===== config.mk =====
export PLATFORM = sky130hd
export DESIGN_NAME = i2c_bit_sequencer
export DESIGN_NICKNAME = d
export VERILOG_FILES = /design/src/rtl/i2c_seq_pkg.sv /design/src/rtl/i2c_quarter_tick.sv /design/src/rtl/i2c_bit_sequencer.sv
export SDC_FILE = /design/constraint.sdc
export NUM_CORES = 1
export LEC_CHECK = 0
export ABC_AREA = 1
export CAP_MARGIN = 15
export CORE_MARGIN = 2
export CORE_UTILIZATION = 57
export DETAILED_ROUTE_END_ITERATION = 10
export PLACE_DENSITY = 0.8
export REMOVE_ABC_BUFFERS = 1
export SETUP_SLACK_MARGIN = 0.1
export SYNTH_ARGS = -nofsm -noshare
export SYNTH_HDL_FRONTEND = slang
export SYNTH_SLANG_ARGS = --single-unit

===== constraint.sdc =====
create_clock -name i_sys_clk -period 3 [get_ports i_sys_clk]
set_clock_uncertainty 0.2 [all_clocks]
set_input_delay 0.9 -clock i_sys_clk [delete_from_list [all_inputs] [get_ports i_sys_clk]]
set_output_delay 0.9 -clock i_sys_clk [all_outputs]
set_load 0.02 [all_outputs]

===== src/rtl/i2c_seq_pkg.sv =====
// Shared definitions for the I2C bit sequencer: command encodings, FSM
// state encodings and the smallest usable quarter-period divider.
package i2c_seq_pkg;

  typedef enum logic [1:0] {
    CMD_START = 2'b00,
    CMD_STOP  = 2'b01,
    CMD_WRITE = 2'b10,
    CMD_READ  = 2'b11
  } cmd_e;

  typedef enum logic [2:0] {
    IDLE,
    PH0,
    PH1,
    PH2,
    PH3
  } state_e;

  localparam int unsigned DIV_MIN = 2;

endpackage


===== src/rtl/i2c_quarter_tick.sv =====
// Quarter-period timebase for the I2C bit sequencer.
// Counts 0..i_div-1 and pulses o_tick on the last count. The count freezes
// while i_hold is high (slave clock stretching) and resumes from where it
// stopped.
// Ports:
//   i_sys_clk, i_rst_n  clock, async active-low reset
//   i_clr               force the count to 0 (idle / disabled)
//   i_hold              freeze the count, suppress the tick
//   i_div               quarter-period length in clocks (>= 2)
//   o_tick              high in the last cycle of a quarter period
module i2c_quarter_tick (
  input  logic        i_sys_clk,
  input  logic        i_rst_n,
  input  logic        i_clr,
  input  logic        i_hold,
  input  logic [15:0] i_div,
  output logic        o_tick
);

  logic [15:0] cnt_q, cnt_d;
  logic        at_end;

  always_comb begin
    at_end = (cnt_q == i_div - 16'd1);
    cnt_d  = cnt_q;
    if (i_clr) begin
      cnt_d = '0;
    end else if (!i_hold) begin
      cnt_d = at_end ? '0 : cnt_q + 16'd1;
    end
    o_tick = !i_clr && !i_hold && at_end;
  end

  always_ff @(posedge i_sys_clk or negedge i_rst_n) begin
    if (!i_rst_n) cnt_q <= '0;
    else          cnt_q <= cnt_d;
  end

endmodule


===== src/rtl/i2c_bit_sequencer.sv =====
// I2C bit sequencer: drives SCL/SDA open-drain enables for one bit-level
// command (START, STOP, WRITE bit, READ bit) in four quarter-period phases,
// honours slave clock stretching, detects arbitration loss and tracks bus
// ownership.
// Optional feature macro: I2C_SCL_TIMEOUT_EN adds a stretch timeout
// (TIMEOUT_CYCLES clocks); without it o_timeout is tied low.
// Ports:
//   i_sys_clk, i_rst_n            clock, async active-low reset
//   i_enable                      low aborts and releases both lines
//   i_cmd_valid/o_cmd_ready       command handshake
//   i_cmd, i_cmd_bit              command and WRITE data bit
//   i_quarter_div                 clocks per quarter period, latched on accept
//   o_rsp_valid, o_rsp_bit        completion pulse and sampled SDA
//   o_arb_lost, o_timeout         sticky error flags
//   o_busy                        bus owned (between START and STOP)
//   i_scl_in, i_sda_in            synchronised pad levels
//   o_scl_oe, o_sda_oe            1 = pull line low
module i2c_bit_sequencer
  import i2c_seq_pkg::*;
#(
  parameter logic [15:0] DIV_DEFAULT = 16'd25
`ifdef I2C_SCL_TIMEOUT_EN
  , parameter int unsigned TIMEOUT_CYCLES = 250000
`endif
) (
  input  logic        i_sys_clk,
  input  logic        i_rst_n,
  input  logic        i_enable,
  input  logic        i_cmd_valid,
  output logic        o_cmd_ready,
  input  logic [1:0]  i_cmd,
  input  logic        i_cmd_bit,
  input  logic [15:0] i_quarter_div,
  output logic        o_rsp_valid,
  output logic        o_rsp_bit,
  output logic        o_arb_lost,
  output logic        o_timeout,
  output logic        o_busy,
  input  logic        i_scl_in,
  input  logic        i_sda_in,
  output logic        o_scl_oe,
  output logic        o_sda_oe
);

  state_e      state_q, state_d;
  cmd_e        cmd_q, cmd_d;
  logic        bit_q, bit_d;
  logic [15:0] div_q, div_d;
  logic        samp_q, samp_d;
  logic        rsp_valid_q, rsp_valid_d;
  logic        rsp_bit_q, rsp_bit_d;
  logic        arb_q, arb_d;
  logic        busy_q, busy_d;
  logic        to_q, to_d;
  logic        tick, hold, accept, timeout_evt;

  // Drive table, derived from state so IDLE always releases both lines.
  always_comb begin
    o_scl_oe = 1'b0;
    o_sda_oe = 1'b0;
    if (state_q != IDLE) begin
      unique case (cmd_q)
        CMD_START: begin
          o_scl_oe = (state_q == PH3);
          o_sda_oe = (state_q == PH2) || (state_q == PH3);
        end
        CMD_STOP: begin
          o_scl_oe = (state_q == PH0);
          o_sda_oe = (state_q != PH3);
        end
        CMD_WRITE: begin
          o_scl_oe = (state_q == PH0) || (state_q == PH3);
          o_sda_oe = !bit_q;
        end
        default: begin
          o_scl_oe = (state_q == PH0) || (state_q == PH3);
          o_sda_oe = 1'b0;
        end
      endcase
    end
  end

  // A released SCL still held low by the bus means a slave is stretching.
  assign hold = (state_q != IDLE) && !o_scl_oe && !i_scl_in;

  i2c_quarter_tick u_tick (
    .i_sys_clk (i_sys_clk),
    .i_rst_n   (i_rst_n),
    .i_clr     ((state_q == IDLE) || !i_enable),
    .i_hold    (hold),
    .i_div     (div_q),
    .o_tick    (tick)
  );

`ifdef I2C_SCL_TIMEOUT_EN
  logic [31:0] to_cnt_q, to_cnt_d;

  always_comb begin
    to_cnt_d    = (i_enable && hold) ? to_cnt_q + 32'd1 : '0;
    timeout_evt = i_enable && hold && (to_cnt_q == 32'(TIMEOUT_CYCLES - 1));
  end

  always_ff @(posedge i_sys_clk or negedge i_rst_n) begin
    if (!i_rst_n) to_cnt_q <= '0;
    else          to_cnt_q <= to_cnt_d;
  end

  assign o_timeout = to_q;
`else
  assign timeout_evt = 1'b0;
  assign o_timeout   = 1'b0;
`endif

  assign o_cmd_ready = (state_q == IDLE) && i_enable && !arb_q && !o_timeout;
  assign accept      = i_cmd_valid && o_cmd_ready;

  always_comb begin
    state_d     = state_q;
    cmd_d       = cmd_q;
    bit_d       = bit_q;
    div_d       = div_q;
    samp_d      = samp_q;
    rsp_valid_d = 1'b0;
    rsp_bit_d   = rsp_bit_q;
    arb_d       = arb_q;
    busy_d      = busy_q;
    to_d        = to_q;

    if (!i_enable) begin
      state_d = IDLE;
      busy_d  = 1'b0;
      arb_d   = 1'b0;
      to_d    = 1'b0;
    end else begin
      unique case (state_q)
        IDLE: begin
          if (accept) begin
            cmd_d   = cmd_e'(i_cmd);
            bit_d   = i_cmd_bit;
            div_d   = (i_quarter_div < 16'(DIV_MIN)) ? DIV_DEFAULT : i_quarter_div;
            state_d = PH0;
          end
        end
        PH0: if (tick) state_d = PH1;
        PH1: if (tick) state_d = PH2;
        PH2: begin
          if (tick) begin
            samp_d = i_sda_in;
            // We released SDA for a 1 but someone else holds it low.
            if (cmd_q == CMD_WRITE && bit_q && !i_sda_in) begin
              arb_d       = 1'b1;
              busy_d      = 1'b0;
              state_d     = IDLE;
              rsp_valid_d = 1'b1;
              rsp_bit_d   = 1'b0;
            end else begin
              state_d = PH3;
            end
          end
        end
        PH3: begin
          if (tick) begin
            state_d     = IDLE;
            rsp_valid_d = 1'b1;
            rsp_bit_d   = samp_q;
            if (cmd_q == CMD_START) busy_d = 1'b1;
            if (cmd_q == CMD_STOP)  busy_d = 1'b0;
          end
        end
        default: state_d = IDLE;
      endcase

      if (timeout_evt) begin
        to_d        = 1'b1;
        busy_d      = 1'b0;
        state_d     = IDLE;
        rsp_valid_d = 1'b1;
        rsp_bit_d   = 1'b0;
      end
    end
  end

  always_ff @(posedge i_sys_clk or negedge i_rst_n) begin
    if (!i_rst_n) begin
      state_q     <= IDLE;
      cmd_q       <= CMD_START;
      bit_q       <= 1'b0;
      div_q       <= '0;
      samp_q      <= 1'b0;
      rsp_valid_q <= 1'b0;
      rsp_bit_q   <= 1'b0;
      arb_q       <= 1'b0;
      busy_q      <= 1'b0;
      to_q        <= 1'b0;
    end else begin
      state_q     <= state_d;
      cmd_q       <= cmd_d;
      bit_q       <= bit_d;
      div_q       <= div_d;
      samp_q      <= samp_d;
      rsp_valid_q <= rsp_valid_d;
      rsp_bit_q   <= rsp_bit_d;
      arb_q       <= arb_d;
      busy_q      <= busy_d;
      to_q        <= to_d;
    end
  end

  assign o_rsp_valid = rsp_valid_q;
  assign o_rsp_bit   = rsp_bit_q;
  assign o_arb_lost  = arb_q;
  assign o_busy      = busy_q;

endmodule

==> flow_metrics.tcl <==
set metrics [dict create \
    status "completed" \
    intPower_uw 1460 \
    holdCritPathClass "reg2reg" \
    grt_overflow 0 \
    r2r_start "div_q[0]" \
    synth_top_area_share_pct 34.2 \
    place_area_mm2 0.00361 \
    stdcell_area_mm2 0.00371 \
    r2r_slack_ps 430 \
    finalNonFillerCells 561 \
    synth.largest_area_cell "dfrtp_1" \
    wire_per_inst_um 12.8 \
    p_sw_share_pct 47.4 \
    synth_ff_type "dfrtp_1" \
    dieHeight_um 78.3 \
    drv_cap 0 \
    yosysMostFrequentCell "nand2_1" \
    start_util_pct 58.2 \
    cts_buffers 5 \
    drive_above_1_share_pct 16.6 \
    num-nets-final 515 \
    ys_types 41 \
    hold_end "samp_q" \
    pre_cts_slack_ps -508 \
    cts.htree.levels 2 \
    viasPerCell 5.20 \
    path_clk_slew_ps 80 \
    worst_hold_slack_ps 292 \
    grt_pass1_wl_um 12400 \
    synthTopCellsByArea "dfrtp_1 (34%), nand2_1 (17%), nor2_1 (6.1%)" \
    r2r_end "u_tick.cnt_q[1]" \
    syn_area_mm2 0.00315 \
    design.core.area_mm2 0.00541 \
    fin_util_pct 68.7 \
    power.density_mw_per_mm2 750 \
    cts_buffer_depth 2 \
    synthCells 441 \
    drv_slew 0 \
    port_buffers 31 \
    grt_start_max_net_pins 20 \
    synthToLayoutAreaGrowth_pct 18.1 \
    drt-initial-drc-count 159 \
    grt_pass1_vias 2761 \
    hold_path_startpoint "samp_q" \
    hold_viol 0 \
    track_usage_pct 25.3 \
    io_pins 33 \
    clock_latency_ps 300 \
    antenna_cells 0 \
    vias 2919 \
    max_slew_margin_pct 56.3 \
    die_area_mm2 0.00613 \
    power_frac_clock_pct 13.0 \
    cts_tree "done" \
    rows 27 \
    worstMarginPinSlew_ps 650 \
    combPwrFrac_pct 53.6 \
    cts_root_buf "clkbuf_8" \
    worst_ep_arrival_time_ps 1690 \
    cp-startpoint "state_q[1]" \
    drt-total-wl_um 7170 \
    seqPwrFrac_pct 33.4 \
    cp-end-kind "output port" \
    setup_viol 0 \
    cts_setup_buffers 0 \
    worst_ir_drop_vdd_mv 0.456 \
    synth_seq_cells 43 \
    die_x_um 78.3 \
    finalWorstSetupSlack_ps 212 \
    p_sw_uw 1320 \
    synth_edf_count 0 \
    routabilityCongestion 0.902 \
    dp_hpwl_um 5640 \
    synth-seq-area-share_pct 34.2 \
    reg2regPathDepth 15 \
    fin_crit_ps 2790 \
    yosysWarningCount 0 \
    cp_max_fo 4 \
    finalCritPeriodShare_pct 92.9 \
    start_kind "register" \
    firstDrtPassIters 4 \
    dp.cells 553 \
    p_leak_uw 0.00185 \
    antenna_found_initial 0 \
    path_class "reg2out" \
    synth_async_sr_flop_share_pct 100 \
    clock.fmax_ghz 0.359 \
    synthTopCellsByCount "nand2_1 (141), nor2_1 (51), inv_1 (50)" \
    antenna_left 0 \
    hold_depth 2 \
    clkSinkCount 43 \
    required_ps 1900 \
    rsz0062_at_grt "no" \
    drc_errors 0 \
    avgSynthCellArea_um2 7.13 \
]
==> per-stage QoR <==
| step | power, µW | setup TNS, ps |
|---|---|---|
| 2_1_floorplan | 2000 | 0 |
| 3_3_place_gp | 2370 | -457 |
| 3_5_place_dp | 2420 | -508 |
| 4_1_cts | 2780 | -5.93 |
| 5_1_grt | 3040 | 0 |
| 6_report | 2790 | 0 |
==> cell type report <==
| cell class | count | area, µm² |
|---|---|---|
| Timing Repair Buffer | 46 | 417 |
| Inverter | 56 | 210 |
| Fill cell | 481 | 1690 |
| Clock buffer | 6 | 72.6 |
| Tap cell | 72 | 90.1 |
| Sequential cell | 43 | 1080 |
| Multi-Input combinational cell | 336 | 1840 |
| Clock inverter | 2 | 12.5 |
==> cells in the final DEF (no fill, tap or decap), drive strengths merged <==
cell,instances
xnor2,6
nor2b,1
clkinvlp,1
a21oi,6
ha,2
mux2,1
inv,56
or2,1
nand3b,1
xor2,19
dfrtp,43
o21bai,2
o211ai,1
buf,17
clkdlybuf4s50,26
nand4,9
a22oi,3
o21ai,7
mux2i,1
nor4,5
o22ai,11
clkinv,1
a41oi,1
nor2,64
conb,1
nand3,29
nand2,155
clkbuf,7
dlymetal6s2s,1
a211oi,1
nor3,9
clkdlybuf4s15,1
==> cells by family after synthesis <==
kind of cell | after synthesis | share of synthesized area [%]
compound gates | 32 | 8.67
xor+xnor | 25 | 6.96
fa+ha+maj | 2 | 0.795
buf+inv | 62 | 7.96
flops | 43 | 34.2
mux | 2 | 0.676
other cells | 1 | 0.119
simple gates | 274 | 40.6
==> critical path, cell delays in order, from the launching register on <==
cell             delay (ps)
dfrtp_1                 380
or2_1                   320
nor2_2                  160
o21ai_1                 110
o21ai_2                 100
clkdlybuf4s15_1         330
==> power by group through the flow <==
stage,logic (µW),clock network (µW),registers (µW)
floorplan,1110,0,897
global placement,1440,0,932
detailed placement,1490,0,938
CTS,1480,371,927
global route,1700,395,954
finish,1490,363,929
==> per-layer routing <==
layer  up-vias  share of wire (%)  GRT usage, %
met5         -                  0             0
met4         0                1.9          7.19
met3        10                3.2          3.10
met2        44                 48          41.2
met1      1375                 47          35.7
li1       1490                  -             -
==> worst max path at each step <==
stage,end,slack [ps],depth (start not counted)
6_report,o_scl_oe,210,5
5_1_grt,o_scl_oe,120,5
4_1_cts,o_cmd_ready,-6,6
3_5_place_dp,o_cmd_ready,-510,6
3_3_place_gp,o_cmd_ready,-460,6
2_1_floorplan,div_q[0],80,7
==> state kept, by name, summed over array words and instances, names as in the netlist <==
| register | flops |
|---|---|
| u_tick.cnt_q | 16 |
| state_q | 3 |
| o_rsp_valid | 1 |
| o_busy | 1 |
| div_q | 16 |
| o_rsp_bit | 1 |
| cmd_q | 2 |
| bit_q | 1 |
| o_arb_lost | 1 |
| samp_q | 1 |
==> what timing repair did <==
action,in CTS,in global routing
resized for setup,8,8
gates cloned,0,0
endpoints found under the setup margin,3,3
hold buffers,0,0
hold endpoints to repair,0,0
Power figures use the tool's default switching activity.
==> variant: new RTL, config.mk and constraints unchanged <==
Add an input register stage for `i_quarter_div`; this delays it by one clock. The other inputs are not delayed to match.
--- a/src/rtl/i2c_bit_sequencer.sv
+++ b/src/rtl/i2c_bit_sequencer.sv
@@ -43,4 +43,10 @@
 );
 
+  logic [15:0] i_quarter_div_q;
+
+  always_ff @(posedge i_sys_clk) begin
+    i_quarter_div_q <= i_quarter_div;
+  end
+
   state_e      state_q, state_d;
   cmd_e        cmd_q, cmd_d;
@@ -138,5 +144,5 @@
             cmd_d   = cmd_e'(i_cmd);
             bit_d   = i_cmd_bit;
-            div_d   = (i_quarter_div < 16'(DIV_MIN)) ? DIV_DEFAULT : i_quarter_div;
+            div_d   = (i_quarter_div_q < 16'(DIV_MIN)) ? DIV_DEFAULT : i_quarter_div_q;
             state_d = PH0;
           end
Function: changed (Yosys sat finds a counterexample within 4 cycles, from zero or initial values and one cycle with i_rst_n low).
==> variant against the unedited design <==
Area after synthesis is 8.5% higher. Wire length up 6.4%. Critical path depth up 2. Clock power grew 100%. Sequential cell count rose by 16. Count of clock-buffer cells in the layout up 6. Sequential power is 23% higher. Worst setup slack worse by 0.0095 ns. Total power is 14% higher. Largest cell class unchanged. Design area is 8.8% higher. Critical endpoint is now o_sda_oe. Core utilization up 0.37 points.
==> variant: results (changes against the unedited design) <==
Parameter                              Value

Timing
  Least-Margin Pin Slew    0.5481 ns (was 0.6500 ns)
  Fin worst setup slack    0.2021 ns (was 0.2116 ns)

Detailed routing
  Met2 WL post-DR    3749 um (was 3465 um)
  Total number of vias    3160 (was 2919)
  Mean routed wirelength per cell    12.58 um (was 12.78 um)
  Detailed router's first-iteration violation count    239 (was 159)

Logic synthesis
  Cell count after synthesis    482 (was 441)
  Post-synth top cells    nand2_1, inv_1, nor2_1 (was nand2_1, nor2_1, inv_1)
  Number of flip-flops and latches in the synthesized netlist    59 (was 43)
  Fraction of registers with async set/reset    0.7288 (was 1.000)

GRT
  Routing usage on met1    0.3129 (was 0.3568)
  Total global routing track utilization    0.2518 (was 0.2531)
  Global-route wire length before repair    12750 um (was 12450 um)
  Via count of the first global-routing pass    3014 (was 2761)

Placement
  Setup WS pre-CTS    -0.4308 ns (was -0.5084 ns)
  Routability Congestion    0.9006 (was 0.9024)
  Total half-perimeter wirelength after legalization and detailed placement    5801 um (was 5644 um)
  DP Cell Count    589 (was 553)
  Cell area after placement    3834 um^2 (was 3613 um^2)

Cells and area
  Inverter count of the layout excluding clock inverters    63 (was 56)
  Sequential cell area    1396 um^2 (was 1076 um^2)
  Count of plain and timing-repair buffers    39 (was 46)
  Share of cell area taken by multi-input logic gates    0.4341 (was 0.4943)

Clock network
  CTS buffer count    9 (was 5)
  Worst-skew pair later-pin latency    0.34 ns (was 0.30 ns)

Critical path
  Critical path endpoint    o_sda_oe (was o_scl_oe)

Power
  Worst vdd ir    424.7 uV (was 455.5 uV)
  Internal Power    1852 uW (was 1464 uW)

Run status
  Result of the run    completed (unchanged)
==> variant: cells by family (layout without fill, tap and decap cells) <==
group	count (synthesis)	in the layout	share of synthesized area
XOR/XNOR	17	17	0.04364
other	1	1	0.001099
AND/OR/NAND/NOR	293	293	0.3828
adder cells (fa/ha/maj)	2	2	0.007333
AO/OA/AOI/OAI	41	41	0.07775
flip-flops	59	59	0.4092
buffers and inverters	69	118	0.07811
==> variant: critical path, stage by stage (launching register included) <==
cell     delay (ns)
dfrtp_1        0.41
or2_4          0.29
nor2_4         0.09
nor2_1         0.06
inv_1          0.10
nand2_1        0.06
a31oi_1        0.15
buf_2          0.20
==> variant: worst min path at each step <==
stage	cells after the start	slack, ns	endpoint
finish	2	0.23	div_q[0]
global route	2	0.25	div_q[12]
CTS	2	0.24	div_q[0]
detailed placement	2	0.23	div_q[12]
global placement	2	0.22	div_q[0]
floorplan	2	0.22	div_q[0]
